[src/rtl/charge_accum_pkg.sv]
// Shared types and defaults for the charge RAM read-modify-write front end.
// The UCASPIAN_ACCUM_SAT_EN macro selects saturating accumulation; see charge_sat_add.
package ucaspian_pkg;

  typedef logic signed [15:0] charge_t;
  typedef logic signed [7:0]  weight_t;
  typedef logic        [7:0]  neuron_addr_t;

  localparam charge_t THRESHOLD_DEFAULT = 16'sd256;

  typedef enum logic [1:0] {
    IDLE,
    RUN,
    DRAIN,
    CLEAR
  } accum_state_e;

endpackage

[src/rtl/charge_accum_if.sv]
// Event input, spike output, clear control and charge RAM port for charge_accum.
// slave is the accumulator's view; master is the surrounding system/RAM.
interface charge_accum_if #(
  parameter int ADDR_W   = 8,
  parameter int DATA_W   = 16,
  parameter int WEIGHT_W = 8
);
  logic                       clear_start;
  logic                       clear_busy;
  logic                       in_valid;
  logic                       in_ready;
  logic        [ADDR_W-1:0]   in_addr;
  logic signed [WEIGHT_W-1:0] in_weight;
  logic                       spk_valid;
  logic                       spk_ready;
  logic        [ADDR_W-1:0]   spk_addr;
  logic        [ADDR_W-1:0]   rd_addr;
  logic                       rd_en;
  logic signed [DATA_W-1:0]   rd_data;
  logic        [ADDR_W-1:0]   wr_addr;
  logic                       wr_en;
  logic signed [DATA_W-1:0]   wr_data;

  modport slave (
    input  clear_start, in_valid, in_addr, in_weight, spk_ready, rd_data,
    output clear_busy, in_ready, spk_valid, spk_addr, rd_addr, rd_en,
           wr_addr, wr_en, wr_data
  );

  modport master (
    output clear_start, in_valid, in_addr, in_weight, spk_ready, rd_data,
    input  clear_busy, in_ready, spk_valid, spk_addr, rd_addr, rd_en,
           wr_addr, wr_en, wr_data
  );
endinterface

[src/rtl/charge_accum_sat_add.sv]
// Combinational charge + weight with threshold compare; shared with the leak path.
// UCASPIAN_ACCUM_SAT_EN clamps the result to the charge range, otherwise it wraps.
module charge_sat_add #(
  parameter int                       DATA_W    = 16,
  parameter int                       WEIGHT_W  = 8,
  parameter logic signed [DATA_W-1:0] THRESHOLD = 16'sd256
) (
  input  logic signed [DATA_W-1:0]   base,
  input  logic signed [WEIGHT_W-1:0] weight,
  output logic signed [DATA_W-1:0]   result,
  output logic                       fire
);

  logic signed [DATA_W:0] sum;

`ifdef UCASPIAN_ACCUM_SAT_EN
  localparam logic signed [DATA_W-1:0] MAX_C = {1'b0, {(DATA_W-1){1'b1}}};
  localparam logic signed [DATA_W-1:0] MIN_C = {1'b1, {(DATA_W-1){1'b0}}};
`endif

  always_comb begin
    sum = {base[DATA_W-1], base}
        + {{(DATA_W+1-WEIGHT_W){weight[WEIGHT_W-1]}}, weight};
    result = sum[DATA_W-1:0];
`ifdef UCASPIAN_ACCUM_SAT_EN
    // top two bits disagree only when the true sum left the DATA_W range
    if (sum[DATA_W] != sum[DATA_W-1]) begin
      result = sum[DATA_W] ? MIN_C : MAX_C;
    end
`endif
    fire = (result >= THRESHOLD);
  end

endmodule

[src/rtl/charge_accum.sv]
// Read-modify-write front end for the charge RAM: accumulates synaptic weights, fires
// spikes at threshold and sweeps the array to zero on request (UCASPIAN_ACCUM_SAT_EN in adder).
module charge_accum
  import ucaspian_pkg::*;
#(
  parameter int                       ADDR_W    = 8,
  parameter int                       DATA_W    = 16,
  parameter int                       WEIGHT_W  = 8,
  parameter logic signed [DATA_W-1:0] THRESHOLD = THRESHOLD_DEFAULT
) (
  input  logic           clk,
  input  logic           reset_n,
  charge_accum_if.slave  bus
);

  accum_state_e               state_q, state_d;
  logic        [ADDR_W-1:0]   cnt_q, cnt_d;
  logic                       b_valid_q, b_valid_d;
  logic        [ADDR_W-1:0]   b_addr_q, b_addr_d;
  logic signed [WEIGHT_W-1:0] b_weight_q, b_weight_d;
  logic                       b_held_q, b_held_d;
  logic signed [DATA_W-1:0]   b_base_q, b_base_d;
  logic                       fwd_valid_q, fwd_valid_d;
  logic        [ADDR_W-1:0]   fwd_addr_q, fwd_addr_d;
  logic signed [DATA_W-1:0]   fwd_data_q, fwd_data_d;
  logic                       spk_valid_q, spk_valid_d;
  logic        [ADDR_W-1:0]   spk_addr_q, spk_addr_d;

  logic signed [DATA_W-1:0]   base;
  logic signed [DATA_W-1:0]   result;
  logic                       fire_raw;
  logic                       fire;
  logic                       fwd_hit;
  logic                       b_done;
  logic                       b_write;
  logic                       accept;
  logic                       clearing;
  logic                       in_ready;
  logic                       wr_en;
  logic        [ADDR_W-1:0]   wr_addr;
  logic signed [DATA_W-1:0]   wr_data;

  charge_sat_add #(
    .DATA_W    (DATA_W),
    .WEIGHT_W  (WEIGHT_W),
    .THRESHOLD (THRESHOLD)
  ) u_add (
    .base   (base),
    .weight (b_weight_q),
    .result (result),
    .fire   (fire_raw)
  );

  always_comb begin
    clearing = (state_q == CLEAR);
    fwd_hit  = fwd_valid_q && (fwd_addr_q == b_addr_q);
    // a stalled event keeps the base it first saw; rd_data/fwd may move on meanwhile
    if (b_held_q) begin
      base = b_base_q;
    end else if (fwd_hit) begin
      base = fwd_data_q;
    end else begin
      base = bus.rd_data;
    end
    fire     = b_valid_q && fire_raw;
    b_done   = !fire || !spk_valid_q || bus.spk_ready;
    b_write  = b_valid_q && b_done;
    in_ready = (state_q == RUN) && !bus.clear_start && (!b_valid_q || b_done);
    accept   = bus.in_valid && in_ready;

    wr_en   = b_write || clearing;
    wr_addr = clearing ? cnt_q : b_addr_q;
    wr_data = (b_write && !clearing && !fire) ? result : '0;

    b_valid_d  = accept || (b_valid_q && !b_done);
    b_addr_d   = accept ? bus.in_addr   : b_addr_q;
    b_weight_d = accept ? bus.in_weight : b_weight_q;
    b_held_d   = b_valid_q && !b_done;
    b_base_d   = b_held_d ? base : b_base_q;

    fwd_valid_d = wr_en;
    fwd_addr_d  = wr_addr;
    fwd_data_d  = wr_data;

    spk_valid_d = spk_valid_q;
    spk_addr_d  = spk_addr_q;
    if (b_write && fire) begin
      spk_valid_d = 1'b1;
      spk_addr_d  = b_addr_q;
    end else if (bus.spk_ready) begin
      spk_valid_d = 1'b0;
    end

    state_d = state_q;
    cnt_d   = cnt_q;
    case (state_q)
      IDLE:  state_d = RUN;
      RUN:   if (bus.clear_start) state_d = DRAIN;
      DRAIN: begin
        if (!b_valid_q) begin
          state_d = CLEAR;
          cnt_d   = '0;
        end
      end
      CLEAR: begin
        cnt_d = cnt_q + ADDR_W'(1);
        if (cnt_q == {ADDR_W{1'b1}}) state_d = RUN;
      end
      default: state_d = IDLE;
    endcase
  end

  always_ff @(posedge clk or negedge reset_n) begin
    if (!reset_n) begin
      state_q     <= IDLE;
      cnt_q       <= '0;
      b_valid_q   <= 1'b0;
      b_addr_q    <= '0;
      b_weight_q  <= '0;
      b_held_q    <= 1'b0;
      b_base_q    <= '0;
      fwd_valid_q <= 1'b0;
      fwd_addr_q  <= '0;
      fwd_data_q  <= '0;
      spk_valid_q <= 1'b0;
      spk_addr_q  <= '0;
    end else begin
      state_q     <= state_d;
      cnt_q       <= cnt_d;
      b_valid_q   <= b_valid_d;
      b_addr_q    <= b_addr_d;
      b_weight_q  <= b_weight_d;
      b_held_q    <= b_held_d;
      b_base_q    <= b_base_d;
      fwd_valid_q <= fwd_valid_d;
      fwd_addr_q  <= fwd_addr_d;
      fwd_data_q  <= fwd_data_d;
      spk_valid_q <= spk_valid_d;
      spk_addr_q  <= spk_addr_d;
    end
  end

  assign bus.clear_busy = (state_q == DRAIN) || (state_q == CLEAR);
  assign bus.in_ready   = in_ready;
  assign bus.rd_en      = accept;
  assign bus.rd_addr    = accept ? bus.in_addr : '0;
  assign bus.wr_en      = wr_en;
  assign bus.wr_addr    = wr_addr;
  assign bus.wr_data    = wr_data;
  assign bus.spk_valid  = spk_valid_q;
  assign bus.spk_addr   = spk_addr_q;

endmodule

[src/flat_wrapper.sv]
// flat-port wrapper written by rule: the top's interface ports become plain ports
module charge_accum_flat import ucaspian_pkg::*;
#(
  parameter int                       ADDR_W    = 8,
  parameter int                       DATA_W    = 16,
  parameter int                       WEIGHT_W  = 8,
  parameter logic signed [DATA_W-1:0] THRESHOLD = THRESHOLD_DEFAULT
)
  (clk, reset_n, bus_clear_start, bus_in_valid, bus_in_addr, bus_in_weight, bus_spk_ready, bus_rd_data, bus_clear_busy, bus_in_ready, bus_spk_valid, bus_spk_addr, bus_rd_addr, bus_rd_en, bus_wr_addr, bus_wr_en, bus_wr_data);
  charge_accum_if #(.ADDR_W(ADDR_W), .DATA_W(DATA_W), .WEIGHT_W(WEIGHT_W)) bus_i ();
  input  logic clk;
  input  logic reset_n;
  input wire logic [$bits(bus_i.clear_start)-1:0] bus_clear_start;
  input wire logic [$bits(bus_i.in_valid)-1:0] bus_in_valid;
  input wire logic [$bits(bus_i.in_addr)-1:0] bus_in_addr;
  input wire logic [$bits(bus_i.in_weight)-1:0] bus_in_weight;
  input wire logic [$bits(bus_i.spk_ready)-1:0] bus_spk_ready;
  input wire logic [$bits(bus_i.rd_data)-1:0] bus_rd_data;
  output wire logic [$bits(bus_i.clear_busy)-1:0] bus_clear_busy;
  output wire logic [$bits(bus_i.in_ready)-1:0] bus_in_ready;
  output wire logic [$bits(bus_i.spk_valid)-1:0] bus_spk_valid;
  output wire logic [$bits(bus_i.spk_addr)-1:0] bus_spk_addr;
  output wire logic [$bits(bus_i.rd_addr)-1:0] bus_rd_addr;
  output wire logic [$bits(bus_i.rd_en)-1:0] bus_rd_en;
  output wire logic [$bits(bus_i.wr_addr)-1:0] bus_wr_addr;
  output wire logic [$bits(bus_i.wr_en)-1:0] bus_wr_en;
  output wire logic [$bits(bus_i.wr_data)-1:0] bus_wr_data;
  assign bus_i.clear_start = bus_clear_start;
  assign bus_i.in_valid = bus_in_valid;
  assign bus_i.in_addr = bus_in_addr;
  assign bus_i.in_weight = bus_in_weight;
  assign bus_i.spk_ready = bus_spk_ready;
  assign bus_i.rd_data = bus_rd_data;
  assign bus_clear_busy = bus_i.clear_busy;
  assign bus_in_ready = bus_i.in_ready;
  assign bus_spk_valid = bus_i.spk_valid;
  assign bus_spk_addr = bus_i.spk_addr;
  assign bus_rd_addr = bus_i.rd_addr;
  assign bus_rd_en = bus_i.rd_en;
  assign bus_wr_addr = bus_i.wr_addr;
  assign bus_wr_en = bus_i.wr_en;
  assign bus_wr_data = bus_i.wr_data;
  charge_accum #(.ADDR_W(ADDR_W), .DATA_W(DATA_W), .WEIGHT_W(WEIGHT_W), .THRESHOLD(THRESHOLD)) u_core (.clk(clk), .reset_n(reset_n), .bus(bus_i));
endmodule
[config.mk]
export PLATFORM = sky130hd
export DESIGN_NAME = charge_accum_flat
export DESIGN_NICKNAME = d
export VERILOG_FILES = /design/src/rtl/charge_accum_pkg.sv /design/src/rtl/charge_accum_if.sv /design/src/rtl/charge_accum_sat_add.sv /design/src/rtl/charge_accum.sv /design/src/flat_wrapper.sv
export SDC_FILE = /design/constraint.sdc
export NUM_CORES = 1
export LEC_CHECK = 0
export ABC_CLOCK_PERIOD_IN_PS = 5600
export BUFFER_PORTS_ARGS = -buffer_cell sky130_fd_sc_hd__buf_4
export CORE_MARGIN = 2
export CORE_UTILIZATION = 45
export DETAILED_ROUTE_END_ITERATION = 6
export GPL_ROUTABILITY_DRIVEN = 0
export PLACE_DENSITY = 0.64
export SETUP_SLACK_MARGIN = 0.3
export SLEW_MARGIN = 20
export SYNTH_ARGS = -nofsm -noshare
export SYNTH_HDL_FRONTEND = slang
export SYNTH_SLANG_ARGS = --single-unit
[constraint.sdc]
create_clock -name clk -period 5.6 [get_ports clk]
set_clock_uncertainty 0.05 [all_clocks]
set_input_delay 0.56 -clock clk [delete_from_list [all_inputs] [get_ports clk]]
set_output_delay 0.56 -clock clk [all_outputs]
set_load 0.02 [all_outputs]
==> flow_summary.ini <==
[floorplan]
fp-row-count = 35
die_w_um = 102
core_um2 = 9280
initial_utilization = 0.467
io_pins = 82
die_h_um = 102
die_area_um2 = 10400

[synthesis]
yosys.area_share.simple = 0.121
synth_compound_area_frac = 0.124
synth_area_leader_cell = dfrtp_1
yosys_warnings = 0
synth_flop_cell = dfrtp_1
synth_xor_xnor_area_share = 0.0422
synthArstFlopShare = 1.00
syn_nets = 461
synth_top_family_by_area = multiplexers
muxShareOfSynthArea = 0.167
yosysTopAreaCellShare = 0.450
ys_top_cells_by_area = dfrtp_1 (45%), mux2_2 (8.6%), ha_1 (5.8%), mux2_1 (4.4%), mux2i_1 (3.7%)
yosys.area_share.adder = 0.0624
netlist_instances = 403
synth_area_um2 = 4330
syn_avg_cell_area_um2 = 10.8
synthDistinctLibCells = 48
ys_ff_latch = 78
ys_seq_area_frac = 0.450
synth-edff-count = 0

[global_route]
antenna_found_initial = 0
grt_pass1_vias = 3220
grtUsageMet3 = 0.0410
track_usage = 0.192
grt_max_degree = 79
grt.overflow.total = 0
grt_use_met1 = 0.241
top_usage_layer = met2
grtUsageMet2 = 0.334
grt_pass1_wl_um = 15500

[placed_design]
dp_hpwl_um = 6830
portBuffers = 81
pre_cts_slack_ns = 0.192

[timing]
final_max_slew_viol_count = 0
hold_violations = 0
finalSetupViolCount = 0
min_period_ns = 5.31
tightest_slew_ns = 1.01
fmax_mhz = 188
fin_ws_ns = 0.290
grt_setup_unrepaired = yes
slew_headroom = 0.325
fin_crit_sh = 0.948

[drt]
totalWireLength_um = 10400
viasPerCell = 5.26
drc = 0
drtPass1Iterations = 4
drtIter0Drc = 117
ant_nets = 0
wl_per_cell_um = 15.8
num_vias = 3478

[layout]
final_core_util = 0.641
final_nets = 585
syn_to_final_growth_pct = 37.3
drive_gt1_frac = 0.421
diodes = 0
final_common_cell = buf_4
final_cell_mix = buf_4 (98), dfrtp_1 (77), nand2_1 (37), mux2_2 (33), buf_6 (27)

[critical_path]
max_stage_delay_ns = 0.48
startpoint_type = register
critical_path.most_common_cell = buf_6
worstSetupPathType = register to primary output
path_max_fanout = 7
crit_slowest_cell = xor3_2
arrival_ns = 4.70
critPathCaptureType = primary output
critPathRequiredTime_ns = 4.99
crit_chain = xnor2_1 > nand4_1 > nor3_4 > buf_6 > mux2i_2 > o21ai_0 > ha_1 > a21oi_1 > a21oi_2 > a211o_1 > a221oi_2 > o21bai_1 > xor3_2 > buf_6 > o21ai_4 > buf_6 > nor2_2 > buf_6
crit_family = compound AO/OA/AOI/OAI gates
worstPathBufferInverterCount = 4

[clocking]
clk_pin_slew_worst_paths_ns = 0.08
cts.sinks = 78
max-clock-path-buffers = 2
numCtsBuffers = 9
cts_hold_buf = 0
cts_tree = yes
root_buffer = clkbuf_8
h-tree-depth = 3
clock_latency_ns = 0.36

[run_status]
status = complete, no violations

[pwr]
swShare = 0.394
p_per_area_nw_per_um2 = 518
internal_power_mw = 1.87
p_sw_mw = 1.22
comb_power_share = 0.542
ir_drop_v = 0.000366
pwr-share-seq = 0.292
p_leak_nw = 2.81
clkPwrFrac = 0.166

[worst_hold_path]
hold_path_class = input port to asynchronous set/reset pin

[run]
drv_cap = 0
==> through the flow <==
step           instances  hold slack, ns  setup TNS [ns]  cell area, um^2  power, mW
6_report             661           0.294               0             5950       3.08
5_1_grt              661           0.355          -0.168             5950       3.28
4_1_cts              627           0.345               0             5370       2.74
3_5_place_dp         605           0.425               0             5080       2.21
2_1_floorplan        403           0.214               0             4330       1.82
3_3_place_gp         605           0.417               0             5080       2.19
==> power by group through the flow <==
| stage | logic (mW) | clock network [mW] | registers [mW] |
|---|---|---|---|
| 3_5_place_dp | 1.31 | 0 | 0.903 |
| 5_1_grt | 1.81 | 0.547 | 0.924 |
| 6_report | 1.67 | 0.511 | 0.900 |
| 2_1_floorplan | 0.924 | 0 | 0.897 |
| 4_1_cts | 1.33 | 0.519 | 0.893 |
| 3_3_place_gp | 1.30 | 0 | 0.895 |
==> synth_stat cells, types with 3 or more instances <==
library cell	instances
nand3_1	11
nor2_1	27
a21o_1	8
mux2_1	17
xor2_1	3
nand4_1	3
inv_1	17
nor3_1	3
o31ai_1	3
nand2_1	37
mux2_2	33
a21oi_1	14
nor4_1	3
xnor2_1	15
a22o_1	5
or2_2	4
dfrtp_1	78
mux2i_1	16
o211a_1	3
nor2b_1	3
ha_1	20
clkbuf_1	11
nor3b_1	3
nand2b_1	3
o21ai_0	32
==> registers in the layout, indices dropped and copies added, names as in the netlist <==
| signal | flops |
|---|---|
| u_core.fwd_data_q | 16 |
| u_core.bus.spk_valid | 1 |
| u_core.bus.spk_addr | 8 |
| u_core.b_held_q | 1 |
| u_core.b_addr_q | 8 |
| u_core.fwd_addr_q | 8 |
| u_core.fwd_valid_q | 1 |
| u_core.cnt_q | 8 |
| u_core.b_base_q | 16 |
| u_core.state_q | 2 |
| u_core.b_weight_q | 8 |
| u_core.b_valid_q | 1 |
==> cells by family after synthesis <==
logic type | count (synthesis)
AO/OA/AOI/OAI | 81
adder cells (fa/ha/maj) | 21
XOR/XNOR | 19
multiplexers | 66
buffers and inverters | 32
flip-flops | 78
AND/OR/NAND/NOR | 106
==> final cells by class <==
class	instances	area, um^2
multi-input combinational	293	2450
sequential	78	1950
fill	784	3330
clock buffer	11	131
clock inverter	5	106
tap	129	161
timing repair buffer	128	1090
inverter	17	63.8
==> repair_timing <==
action                     4_1_cts  5_1_grt
cloned                           0        2
pin swaps                        3       24
setup endpoints to repair       35       24
resized for setup                2       82
setup buffers                    6       32
==> routing by layer <==
layer,share of wire,routed length [um]
met1,0.42,4340
met2,0.52,5440
met3,0.051,529
met4,0.013,131
met5,0,0
==> worst paths after layout <==
| path | start | slack (ns) | cells after the start | endpoint |
|---|---|---|---|---|
| setup / recovery | u_core.b_addr_q[2]$_DFFE_PN0P_ | 0.29 | 18 | bus_wr_data[7] |
| hold / removal | reset_n | 0.29 | 1 | u_core.fwd_data_q[11]$_DFF_PN0_ |
| setup reg to reg | u_core.b_addr_q[2]$_DFFE_PN0P_ | 0.44 | 22 | u_core.b_addr_q[0]$_DFFE_PN0P_ |
| hold reg to reg | u_core.b_base_q[9]$_DFFE_PN0P_ | 0.44 | 1 | u_core.b_base_q[9]$_DFFE_PN0P_ |
| max in group asynchronous | reset_n | 4.53 | 1 | u_core.b_addr_q[1]$_DFFE_PN0P_ |
| min in group clk | bus_in_weight[2] | 0.36 | 2 | u_core.b_weight_q[2]$_DFFE_PN0P_ |
No activity file was read; power rests on OpenSTA's default activity.
